==> config.mk <==
export PLATFORM = sky130hd
export DESIGN_NAME = fpu_issue_scoreboard
export DESIGN_NICKNAME = d
export VERILOG_FILES = /design/src/rtl/fpu_issue_scoreboard.sv
export SDC_FILE = /design/constraint.sdc
export NUM_CORES = 1
export LEC_CHECK = 0
export CORE_MARGIN = 8
export CORE_UTILIZATION = 48
export CTS_CLUSTER_SIZE = 30
export DETAILED_ROUTE_END_ITERATION = 8
export HOLD_SLACK_MARGIN = 0.12
export MAX_ROUTING_LAYER = met4
export PLACE_DENSITY = 0.87
export SYNTH_ARGS = -nofsm -noshare
export SYNTH_HDL_FRONTEND = slang
export SYNTH_SLANG_ARGS = --single-unit
==> constraint.sdc <==
create_clock -name clk -period 3.8 [get_ports clk]
set_input_delay 0.95 -clock clk [delete_from_list [all_inputs] [get_ports clk]]
set_output_delay 0.95 -clock clk [all_outputs]
set_load 0.02 [all_outputs]
==> src/rtl/fpu_issue_scoreboard.sv <==
// FPU issue scoreboard: one-deep head register, RAW/WAW hazard and outstanding-limit gating.
// Optional macro FPU_SB_STATS_EN adds the saturating stall_cycles counter port.
module fpu_issue_scoreboard #(
  parameter int MAX_OUT = 4,
  parameter int CW      = 3
) (
  input  logic          clk,
  input  logic          rst_n,
  input  logic          in_valid,
  output logic          in_ready,
  input  logic [16:0]   in_inst,
  output logic          iss_valid,
  input  logic          iss_ready,
  output logic [4:0]    iss_rl,
  output logic [4:0]    iss_rr,
  output logic [4:0]    iss_rd,
  output logic [1:0]    iss_op,
  input  logic          wb_valid,
  input  logic [4:0]    wb_rd,
  output logic [31:0]   busy_vec,
  output logic [CW-1:0] outstanding,
  output logic          sb_err
`ifdef FPU_SB_STATS_EN
  ,
  output logic [15:0]   stall_cycles
`endif
);

  localparam logic [CW:0] MAX_L = MAX_OUT[CW:0];

  logic          head_vld_q, head_vld_d;
  logic [16:0]   head_q, head_d;
  logic [31:0]   busy_q, busy_d;
  logic [CW-1:0] out_q, out_d;
  logic          err_q, err_d;

  logic [31:0]   rel, eff_busy, set_vec;
  logic          wb_hit, hazard, room, issue, accept;
  logic [CW:0]   out_eff;

  assign rel      = wb_valid ? (32'd1 << wb_rd) : 32'd0;
  assign eff_busy = busy_q & ~rel;
  assign wb_hit   = wb_valid && busy_q[wb_rd];

  assign hazard  = eff_busy[head_q[16:12]] | eff_busy[head_q[11:7]] | eff_busy[head_q[6:2]];
  // A writeback retiring this cycle frees its slot for a same-cycle issue.
  assign out_eff = {1'b0, out_q} - {{CW{1'b0}}, wb_hit};
  assign room    = out_eff < MAX_L;

  assign iss_valid = head_vld_q && !hazard && room;
  assign issue     = iss_valid && iss_ready;
  assign in_ready  = !head_vld_q || issue;
  assign accept    = in_valid && in_ready;

  assign set_vec = issue ? (32'd1 << head_q[6:2]) : 32'd0;

  always_comb begin
    head_vld_d = head_vld_q;
    head_d     = head_q;
    if (accept) begin
      head_vld_d = 1'b1;
      head_d     = in_inst;
    end else if (issue) begin
      head_vld_d = 1'b0;
      head_d     = 17'd0;
    end

    busy_d = eff_busy | set_vec;

    out_d = out_q;
    if (issue && !wb_hit)      out_d = out_q + CW'(1);
    else if (!issue && wb_hit) out_d = out_q - CW'(1);

    err_d = err_q | (wb_valid && !busy_q[wb_rd]);
  end

  always_ff @(posedge clk or negedge rst_n) begin
    if (!rst_n) begin
      head_vld_q <= 1'b0;
      head_q     <= 17'd0;
      busy_q     <= 32'd0;
      out_q      <= '0;
      err_q      <= 1'b0;
    end else begin
      head_vld_q <= head_vld_d;
      head_q     <= head_d;
      busy_q     <= busy_d;
      out_q      <= out_d;
      err_q      <= err_d;
    end
  end

  assign iss_rl      = head_q[16:12];
  assign iss_rr      = head_q[11:7];
  assign iss_rd      = head_q[6:2];
  assign iss_op      = head_q[1:0];
  assign busy_vec    = busy_q;
  assign outstanding = out_q;
  assign sb_err      = err_q;

`ifdef FPU_SB_STATS_EN
  logic [15:0] stall_q;

  always_ff @(posedge clk or negedge rst_n) begin
    if (!rst_n) begin
      stall_q <= 16'd0;
    end else if (head_vld_q && !iss_valid && (stall_q != 16'hFFFF)) begin
      stall_q <= stall_q + 16'd1;
    end
  end

  assign stall_cycles = stall_q;
`endif

endmodule

==> results.txt, run 1 <==
Buf/Inv on CP: 2
clock skew: 0.0139 ns
Mapped Avg Cell Area: 9.44 um2
crit end category: output port
maximum VDD drop: 0.741 mV
FF+latch count, synth: 54
worst setup path class: in -> out
overall routing resource usage: 30.5%
final setup vio count: 2
Netlist Area Pre-Place: 0.00417 mm2
CP max FO: 9
final hold vios: 0
chip height: 109 um
antenna cells: 0
# IOs: 82
Clock Sinks: 54
cell count after synthesis: 442
dpl ws: -1.14 ns
synth warn: 0
drc violations: 0
CP startpoint kind: input pin
total grt overflow: 0
fmax: 252 MHz
status: finished, violations left
Leak: 2.52 nW
Num CTS Buffers: 5
worst slew pin tran: 0.841 ns
final worst slack: -0.166 ns
Synth Net Count: 471
die outline width: 109 um
vias in the first global route: 4858
root buffer cell: clkbuf_8
DP HPWL: 13.3 mm
core area: 0.00859 mm2
Vias per Instance: 6.53
Yosys cell types: 74
CP required: 2.85 ns
Layout Nets: 641
total wire length: 18.1 mm
Finished Core Util: 72.3%
number of synthesized flops with an enable pin: 0
via count: 4710
RSZ-0062 raised after global routing: true
Routability Congestion: 1.01
P&R area growth vs syn: 48.9%
cell chain of the critical path: buf_12, or4b_4, o21ai_4, nand2b_4, o211ai_1, a211oi_4, nand4_1, o21ai_2, buf_6
H-tree depth: 2
pin count of the biggest net entering global routing: 50
Pwr Density: 746 mW/mm2
overall power: 4.63 mW
Max Cap Viol: 0
slowest CP cell: or4b_4
fraction of layout cells with a size suffix above 1: 32.6%
failing checks: setup timing
CP top delay family: simple AND/OR/NAND/NOR gates
initial DRC count: 454
Worst-path clk slew: 0.09 ns
Routed WL per cell: 25.1 um
hold_buf cts: 0
Slew Viols, Final: 0
Post-synth ARST share: 100%
r2r setup slk: 0.28 ns
worst hold path type: reg -> reg
# fillers: 698
min cycle time layout: 3.97 ns
max_slew headroom: 44.0%
Starting Density: 48.5%
slowest stage delay, CP: 0.62 ns
number of routed nets with antenna violations: 0
first-pass GRT wire length: 26.8 mm
worst-case clock buffer depth: 2
Synth Flop Type: dfrtp_1
crit path DAT: 3.02 ns
die area: 0.0119 mm2
CTS tree: done
PortBufs: 81
Skew-Pair Late Insertion Delay: 0.32 ns
final critical-path share of the clock period: 104%
DR pass1 iterations: 5
register area share after synthesis: 32.4%
initial antenna violation count: 0
# rows: 34
-- layout make-up --
cell class | instances | area [um2] | share of cell area [%]
repair buffers | 202 | 1800 | 29.0
clock inverters | 2 | 37.5 | 0.604
well taps | 108 | 135 | 2.18
flip-flops and latches | 54 | 1350 | 21.8
multi-input cells | 337 | 2770 | 44.6
clock buffers | 6 | 72.6 | 1.17
inverters | 12 | 47.5 | 0.766
-- Yosys cell counts (all sizes together) (2+ instances only) --
cell	number	area, um2
nand2	21	78.8
o31ai	36	270
nand4	5	31.3
nand4bb	3	33.8
o211ai	10	75.1
nor3b	3	22.5
or3	2	12.5
and3	2	12.5
dfrtp	54	1350
xnor2	3	26.3
a311oi	2	17.5
o21ai	36	199
buf	28	218
a22oi	10	85.1
mux4	5	113
o311ai	3	26.3
nor4b	2	17.5
nand4b	4	50.1
o41ai	2	17.5
o21a	2	15.0
mux2i	27	270
or2	5	31.3
o2111ai	3	32.5
nor2	19	71.3
nand3b	5	37.5
a32oi	3	26.3
nand3	10	50.1
inv	11	41.3
and2	20	125
o32ai	2	17.5
mux2	6	67.6
nor3	13	65.1
a31oi	2	12.5
a211oi	6	50.1
xor2	5	43.8
nor2b	5	31.3
or4	2	18.8
clkbuf	11	41.3
a32o	17	170
nand2b	11	68.8
a21oi	6	30.0
o311a	2	20.0
-- flip-flops by register name (all words and copies together) (netlist names) --
| signal | flops |
|---|---|
| busy_vec | 32 |
| head_q | 17 |
| outstanding | 3 |
| head_vld_q | 1 |
| sb_err | 1 |
-- cells by family after synthesis --
kind of cell    synth area share [%]
compound gates                  27.5
simple gates                    19.5
flops                           32.4
buf+inv                         7.29
mux                             10.8
xor+xnor                        1.68
fa+ha+maj                      0.780
-- cells in the final DEF, fill, tap and decap left out, types with 5 or more instances in the layout --
| cell | count |
|---|---|
| nand3b_1 | 5 |
| a22oi_1 | 6 |
| mux2i_1 | 27 |
| nand2_1 | 20 |
| and2_1 | 20 |
| nand2b_1 | 8 |
| mux4_2 | 5 |
| inv_1 | 8 |
| buf_6 | 8 |
| nand3_1 | 10 |
| nor2_1 | 17 |
| nand4_1 | 5 |
| clkdlybuf4s50_1 | 72 |
| o21ai_2 | 8 |
| buf_4 | 116 |
| o21ai_1 | 14 |
| o211ai_1 | 10 |
| o31ai_1 | 36 |
| a21oi_1 | 6 |
| o21ai_0 | 11 |
| clkbuf_8 | 5 |
| a32o_1 | 17 |
| dfrtp_1 | 54 |
| nor3_1 | 13 |
-- through the flow --
stage / hold slack (ns) / TNS (ns) / cells / instance area, um2
final: 0.474 / -0.292 / 721 / 6210
after global routing: 0.503 / -0.440 / 721 / 6210
after CTS: 0.477 / -0.377 / 718 / 6000
after detailed placement: 0.456 / -29.05 / 701 / 5720
after global placement: 0.444 / -27.13 / 701 / 5720
after floorplan: 0.565 / -0.208 / 442 / 4210
-- worst register-to-register path, cell delays in order (launching register included) --
cell and delay (ns):
dfrtp_1 0.47, buf_4 0.20, xnor2_2 0.24, buf_4 0.16, o211ai_1 0.08, o31ai_1 0.32, o32ai_2 0.18, a211oi_4 0.28
nand4_1 0.19, or2_1 0.33, inv_4 0.08, ha_4 0.13, inv_2 0.03, fa_2 0.33, xor2_1 0.16, nor2_1 0.13
xor2_1 0.16
-- where the power goes --
group / leakage [nW] / internal [mW] / switching (mW)
clock network: 0.0514 / 0.197 / 0.209
logic: 1.76 / 1.47 / 1.62
registers: 0.707 / 0.769 / 0.374
-- path summary, 6_finish.rpt --
kind	end	startpoint	cells after the start
worst min-delay path	sb_err	sb_err	1
min in group asynchronous	outstanding[2]	rst_n	1
worst max register to register	outstanding[2]	head_q[7]	16
worst max-delay path	in_ready	wb_rd[2]	9
worst min register to register	sb_err	sb_err	1
max in group asynchronous	busy_vec[17]	rst_n	2
-- timing repair --
item / 4_1_cts / 5_1_grt
pin swaps: 11 / 22
buffers inserted: 8 / 3
setup endpoints to repair: 54 / 4
gates resized for setup: 66 / 46
gates cloned: 1 / 0
-- routing by layer --
metal / up-vias / share of wire, % / global-route usage (%)
met1: 2314 / 40 / 38.5
met2: 297 / 46 / 46.9
met5: - / 0 / -
met3: 46 / 11 / 6.86
met4: 0 / 3.4 / 10.9
li1: 2053 / - / -
No activity file was read; power rests on OpenSTA's default activity.
==> inputs of run 2 (changes only) <==
- ABC_CLOCK_PERIOD_IN_PS: unset -> 3800
- CORE_ASPECT_RATIO: unset -> 0.6
==> results.txt, run 2 (same netlist as run 1, synthesis figures left out) <==
Routed WL per cell: 26.7 um (+6.4%)
crit-path most repeated cell: buf_6
Slew Viols, Final: 0 (unchanged)
crit end category: output port
CP startpoint kind: input pin
most frequent cells in the layout: buf_4 (115), clkdlybuf4s50_1 (72), dfrtp_1 (53), o31ai_1 (35), mux2i_1 (27)
clock skew: 0.00923 ns (-0.00463 ns)
overall routing resource usage: 33.1% (+2.6 points)
Flop pwr share: 25.0% (+0.3 points)
pin count of the biggest net entering global routing: 50 (unchanged)
total wire length: 19.5 mm (+7.7%)
Comb power frac: 64.2% (-2.4 points)
die outline width: 136 um (+25%)
Vias per Instance: 6.70 (+2.5%)
root buffer cell: clkbuf_16
fmax: 249 MHz (-1.4%)
Pwr Density: 760 mW/mm2 (+1.9%)
CP top delay family: compound AO/OA/AOI/OAI gates
failing checks: setup timing
worst setup path class: in -> out
internal power: 2.48 mW (+1.8%)
max_slew headroom: 55.7% (+12 points)
maximum VDD drop: 0.561 mV (-24%)
chip height: 88.2 um (-19%)
# fillers: 580 (-17%)
first-pass GRT wire length: 28.9 mm (+7.7%)
Fin Hold WS: 0.461 ns (-0.0133 ns)
Clock Sinks: 54 (unchanged)
via count: 4889 (+3.8%)
CTS tree: done
# IOs: 82 (unchanged)
Leak: 2.56 nW (+1.4%)
status: finished, violations left
Routability Congestion: 1.07 (+5.6%)
DR pass1 iterations: 5 (unchanged)
CP max FO: 6 (-3)
Starting Density: 49.1% (+0.59 points)
Worst-path clk slew: 0.08 ns (about the same)
max reg flops: 32 (unchanged)
number of routed nets with antenna violations: 0 (unchanged)
Num CTS Buffers: 5 (unchanged)
worst hold path type: reg -> reg
met1 WL: 8.31 mm (+16%)
total grt overflow: 0 (unchanged)
final worst slack: -0.224 ns (-0.0581 ns)
final critical-path share of the clock period: 106% (+1.5 points)
dpl ws: -1.18 ns (-0.0360 ns)
hold_buf cts: 0 (unchanged)
P&R area growth vs syn: 50.4%
H-tree depth: 2 (unchanged)
die area: 0.0120 mm2 (+0.82%)
antenna cells: 0 (unchanged)
drc violations: 0 (unchanged)
initial antenna violation count: 0 (unchanged)
PortBufs: 81 (unchanged)
slowest CP cell: o41ai_2
cell chain of the critical path: buf_8, buf_6, or2_4, buf_8, o21ai_4, buf_6, nor3_2, o41ai_2, o221a_2, o2111ai_4, o21ai_2, buf_6
final hold vios: 0 (unchanged)
worst slew pin tran: 0.664 ns (-0.177 ns)
initial DRC count: 782 (+72%)
Buf/Inv on CP: 5 (+3)
crit path DAT: 3.07 ns (+0.05 ns)
fraction of layout cells with a size suffix above 1: 32.7% (+0.060 points)
Met2 Routed Length: 7.68 mm (-7.2%)
core area: 0.00849 mm2 (-1.2%)
slowest stage delay, CP: 0.35 ns (-0.27 ns)
Clk network pwr share: 10.8% (+2.0 points)
vias in the first global route: 4789 (-1.4%)
worst-case clock buffer depth: 2 (unchanged)
Max Cap Viol: 0 (unchanged)
leading cell type in the layout, fill and taps excluded: buf_4
Met3 Routed Length: 3.06 mm (+50%)
highest routed metal layer: met4
final setup vio count: 3 (+1)
Skew-Pair Late Insertion Delay: 0.30 ns (-0.02 ns)
Switch Pwr: 2.29 mW (+4.2%)
CP required: 2.85 ns (about the same)
RSZ-0062 raised after global routing: true
Layout Nets: 646 (+0.78%)
# rows: 26 (-24%)
overall power: 4.77 mW (+3.0%)
DP HPWL: 14.5 mm (+8.4%)
Sw Ratio: 48.1% (+0.57 points)
min cycle time layout: 4.02 ns (+0.0581 ns)
run 2: changes by cell type in the layout (fill, tap and decap cells not counted), sizes merged:
cell	previous run	this run
clkinv	1	2
buf	129	131
clkinvlp	1	0
bufinv	1	0
bufbuf	1	2
clkbuf	6	9
run 2: what timing repair did:
action | 4_1_cts | 5_1_grt
cloned | 3 | 0
resized for setup | 63 | 32
endpoints found under the setup margin | 54 | 4
setup buffers | 5 | 7
pin swaps | 17 | 22
run 2: layout make-up:
class	count	area, um2	area share [%]
inverters	12	47.5	0.758
multi-input cells	337	2720	43.3
well taps	112	140	2.23
clock inverters	1	8.76	0.140
clock buffers	7	153	2.43
flip-flops and latches	54	1350	21.6
repair buffers	207	1860	29.6
run 2: worst paths after layout:
check | start | to | slack (ns) | cells after the start
setup / recovery | wb_rd[1] | in_ready | -0.22 | 12
hold reg to reg | sb_err | sb_err | 0.46 | 1
min in group asynchronous | rst_n | head_q[10] | 0.67 | 1
hold / removal | sb_err | sb_err | 0.46 | 1
setup reg to reg | head_q[7] | outstanding[2] | 0.29 | 15
max in group asynchronous | rst_n | head_q[0] | 2.30 | 2
run 2: stage by stage:
step | util, % | instances | instance area, um2 | setup TNS, ns
3_5_place_dp | 67.6 | 708 | 5740 | -27.25
2_1_floorplan | - | 442 | 4210 | -0.208
6_report | 73.9 | 730 | 6270 | -0.429
3_3_place_gp | 67.6 | 708 | 5740 | -25.59
4_1_cts | 71.8 | 724 | 6100 | -0.361
5_1_grt | 73.9 | 730 | 6270 | -0.668
run 2: worst reg2reg max path: cells and delay by family, from the launching register on:
family	cells	cell delay [ns]
and+or+nand+nor	3	0.60
buffers and inverters	3	0.33
xor gates and xnor gates	2	0.34
AOI/OAI and AO/OA	4	0.91
DFF	1	0.54
muxes	1	0.27
adders and majority gates	2	0.45
run 2: per-layer routing:
layer	track usage (%)	vias up
met5	-	-
met4	8.03	0
met3	14.2	52
met2	43.4	420
met1	45.3	2343
li1	-	2074
run 2: power groups by stage:
stage          registers [mW]  logic (mW)  clock network, mW
6_report                 1.19        3.06              0.515
3_5_place_dp             1.15        2.80                  0
5_1_grt                  1.20        3.22              0.538
4_1_cts                  1.15        2.90              0.517
3_3_place_gp             1.14        2.79                  0
2_1_floorplan            1.19        1.44                  0
==> inputs of run 3 (changes only) <==
- CORE_UTILIZATION: 48 -> 58
- DONT_BUFFER_PORTS: unset -> 1
- PLACE_DENSITY: 0.87 -> 0.81
==> results.txt, run 3 (same netlist as run 1, synthesis figures left out) <==
pin count of the biggest net entering global routing: 55 (+10%)
initial DRC count: 767 (-1.9%)
number of routed nets with antenna violations: 0 (unchanged)
Vias per Instance: 7.65 (+14%)
Finished Cell Area: 0.00470 mm2 (-25%)
die area: 0.0103 mm2 (-15%)
Num CTS Buffers: 5 (unchanged)
antenna cells: 0 (unchanged)
RR Endpoint: outstanding[2]
Starting Density: 58.6% (+9.5 points)
Slew Viols, Final: 0 (unchanged)
CP required: 2.85 ns (about the same)
DR pass1 iterations: 5 (unchanged)
crit end category: output port
leading cell type in the layout, fill and taps excluded: buf_4
fraction of layout cells with a size suffix above 1: 23.5% (-9.2 points)
Leak: 1.84 nW (-28%)
first-pass GRT wire length: 24.0 mm (-17%)
Max Cap Viol: 0 (unchanged)
final critical-path share of the clock period: 101% (-4.9 points)
Final Non-Filler Cells: 559 (-23%)
Placed Area: 0.00446 mm2 (-22%)
# rows: 24 (-7.7%)
Routed WL per cell: 28.5 um (+6.6%)
final setup vio count: 1 (-2)
status: finished, violations left
crit path DAT: 2.89 ns (-0.18 ns)
worst hold path type: in -> async
maximum VDD drop: 0.674 mV (+20%)
RSZ-0062 raised after global routing: true
initial antenna violation count: 0 (unchanged)
slowest CP cell: or4_4
R2R cell count: 15 (unchanged)
cell chain of the critical path: mux4_2, mux2_2, nor3b_2, or4_4, or3_4, nand4_1, buf_4, o21ai_2, buf_6
Pwr Density: 850 mW/mm2 (+12%)
Worst-path clk slew: 0.07 ns (about the same)
crit path launch: wb_rd[0]
fmax: 261 MHz (+4.8%)
r2r setup slk: 0.29 ns (about the same)
Post-Place Cells: 548 (-23%)
Routability Congestion: 1.01 (-5.3%)
die outline width: 125 um (-8.0%)
# IOs: 82 (unchanged)
max reg flops: 32 (unchanged)
final worst slack: -0.0384 ns (+0.186 ns)
Reg-to-Reg Start: busy_vec[21]
CP max FO: 19 (+13)
worst-case clock buffer depth: 2 (unchanged)
core area: 0.00712 mm2 (-16%)
total grt overflow: 0 (unchanged)
worst slew pin tran: 0.704 ns (+0.0403 ns)
slowest stage delay, CP: 0.60 ns (+0.25 ns)
# fillers: 609 (+5.0%)
most frequent cells in the layout: buf_4 (56), dfrtp_1 (52), o31ai_1 (36), mux2i_1 (27), nand2_1 (21)
Fin Hold WS: 0.337 ns (-0.124 ns)
CP startpoint kind: input pin
Clock Sinks: 54 (unchanged)
vias in the first global route: 3962 (-17%)
root buffer cell: clkbuf_16
clock skew: 0.00692 ns (-0.00231 ns)
H-tree depth: 2 (unchanged)
max_slew headroom: 53.1% (-2.7 points)
chip height: 81.7 um (-7.4%)
Skew-Pair Late Insertion Delay: 0.30 ns (about the same)
total wire length: 15.9 mm (-18%)
crit path to: in_ready
drc violations: 0 (unchanged)
final hold vios: 0 (unchanged)
P&R area growth vs syn: 12.8%
min cycle time layout: 3.84 ns (-0.186 ns)
CTS tree: done
overall routing resource usage: 31.4% (-1.7 points)
DP HPWL: 11.8 mm (-18%)
Layout Nets: 496 (-23%)
failing checks: setup timing
overall power: 4.00 mW (-16%)
Fin Setup TNS: -0.0384 ns (+0.390 ns)
via count: 4274 (-13%)
PortBufs: 0 (-100%)
worst setup path class: in -> out
-- run 3: changes by cell type in the layout (fill, tap and decap cells not counted), sizes merged --
cell	change
buf	-74
clkdlybuf4s50	-72
clkbuf	-4
bufbuf	-2
bufinv	+1
inv	+1
-- run 3: metal layers --
| layer | wire length (um) | part of all wire, % | track usage (%) | vias to the layer above |
|---|---|---|---|---|
| met3 | 2930 | 18 | 16.3 | 32 |
| met1 | 6580 | 41 | 41.2 | 2081 |
| met4 | 192 | 1.2 | 5.07 | 0 |
| li1 | - | - | - | 1784 |
| met2 | 6220 | 39 | 42.2 | 377 |
| met5 | 0 | 0 | - | - |
-- run 3: report_power, final --
group / switching (mW) / internal [mW] / total [mW] / leakage (nW)
logic: 1.17 / 0.895 / 2.07 / 1.05
clock network: 0.229 / 0.313 / 0.542 / 0.0842
registers: 0.622 / 0.767 / 1.39 / 0.705
-- run 3: repair_timing --
| action | CTS | global route |
|---|---|---|
| endpoints found under the setup margin | 2 | 3 |
| hold buffers | 0 | 0 |
| pin swaps | 0 | 3 |
| buffers inserted | 0 | 3 |
| resized for setup | 3 | 15 |
| cloned | 0 | 0 |
-- run 3: final cells by class --
class	instances	area [um2]	area share, %
multi-input combinational	337	2590	55.0
sequential	54	1350	28.8
timing repair buffer	57	432	9.18
clock buffer	5	125	2.66
tap	91	114	2.42
inverter	12	47.5	1.01
clock inverter	3	43.8	0.931
-- run 3: critical path, delay by kind of cell --
family                 cells  cell delay, ns
AND/OR/NAND/NOR            4            1.11
multiplexers               2            0.51
buffers and inverters      2            0.27
AO/OA/AOI/OAI              1            0.05
-- run 3: how the worst min path moves through the flow --
stage / slack, ns / cells past startpoint / from / to
2_1_floorplan: 0.57 / 1 / sb_err / sb_err
3_3_place_gp: 0.59 / 1 / sb_err / sb_err
3_5_place_dp: 0.60 / 1 / sb_err / sb_err
4_1_cts: 0.34 / 0 / rst_n / busy_vec[2]
5_1_grt: 0.33 / 0 / rst_n / busy_vec[22]
6_report: 0.34 / 0 / rst_n / sb_err
-- run 3: metrics by stage --
stage / setup slack (ns) / utilization (%)
after global routing: -0.124 / 66.1
after floorplan: -0.113 / -
after detailed placement: -0.0624 / 62.6
after global placement: -0.0561 / 62.6
final: -0.0384 / 66.1
after CTS: -0.0237 / 65.0
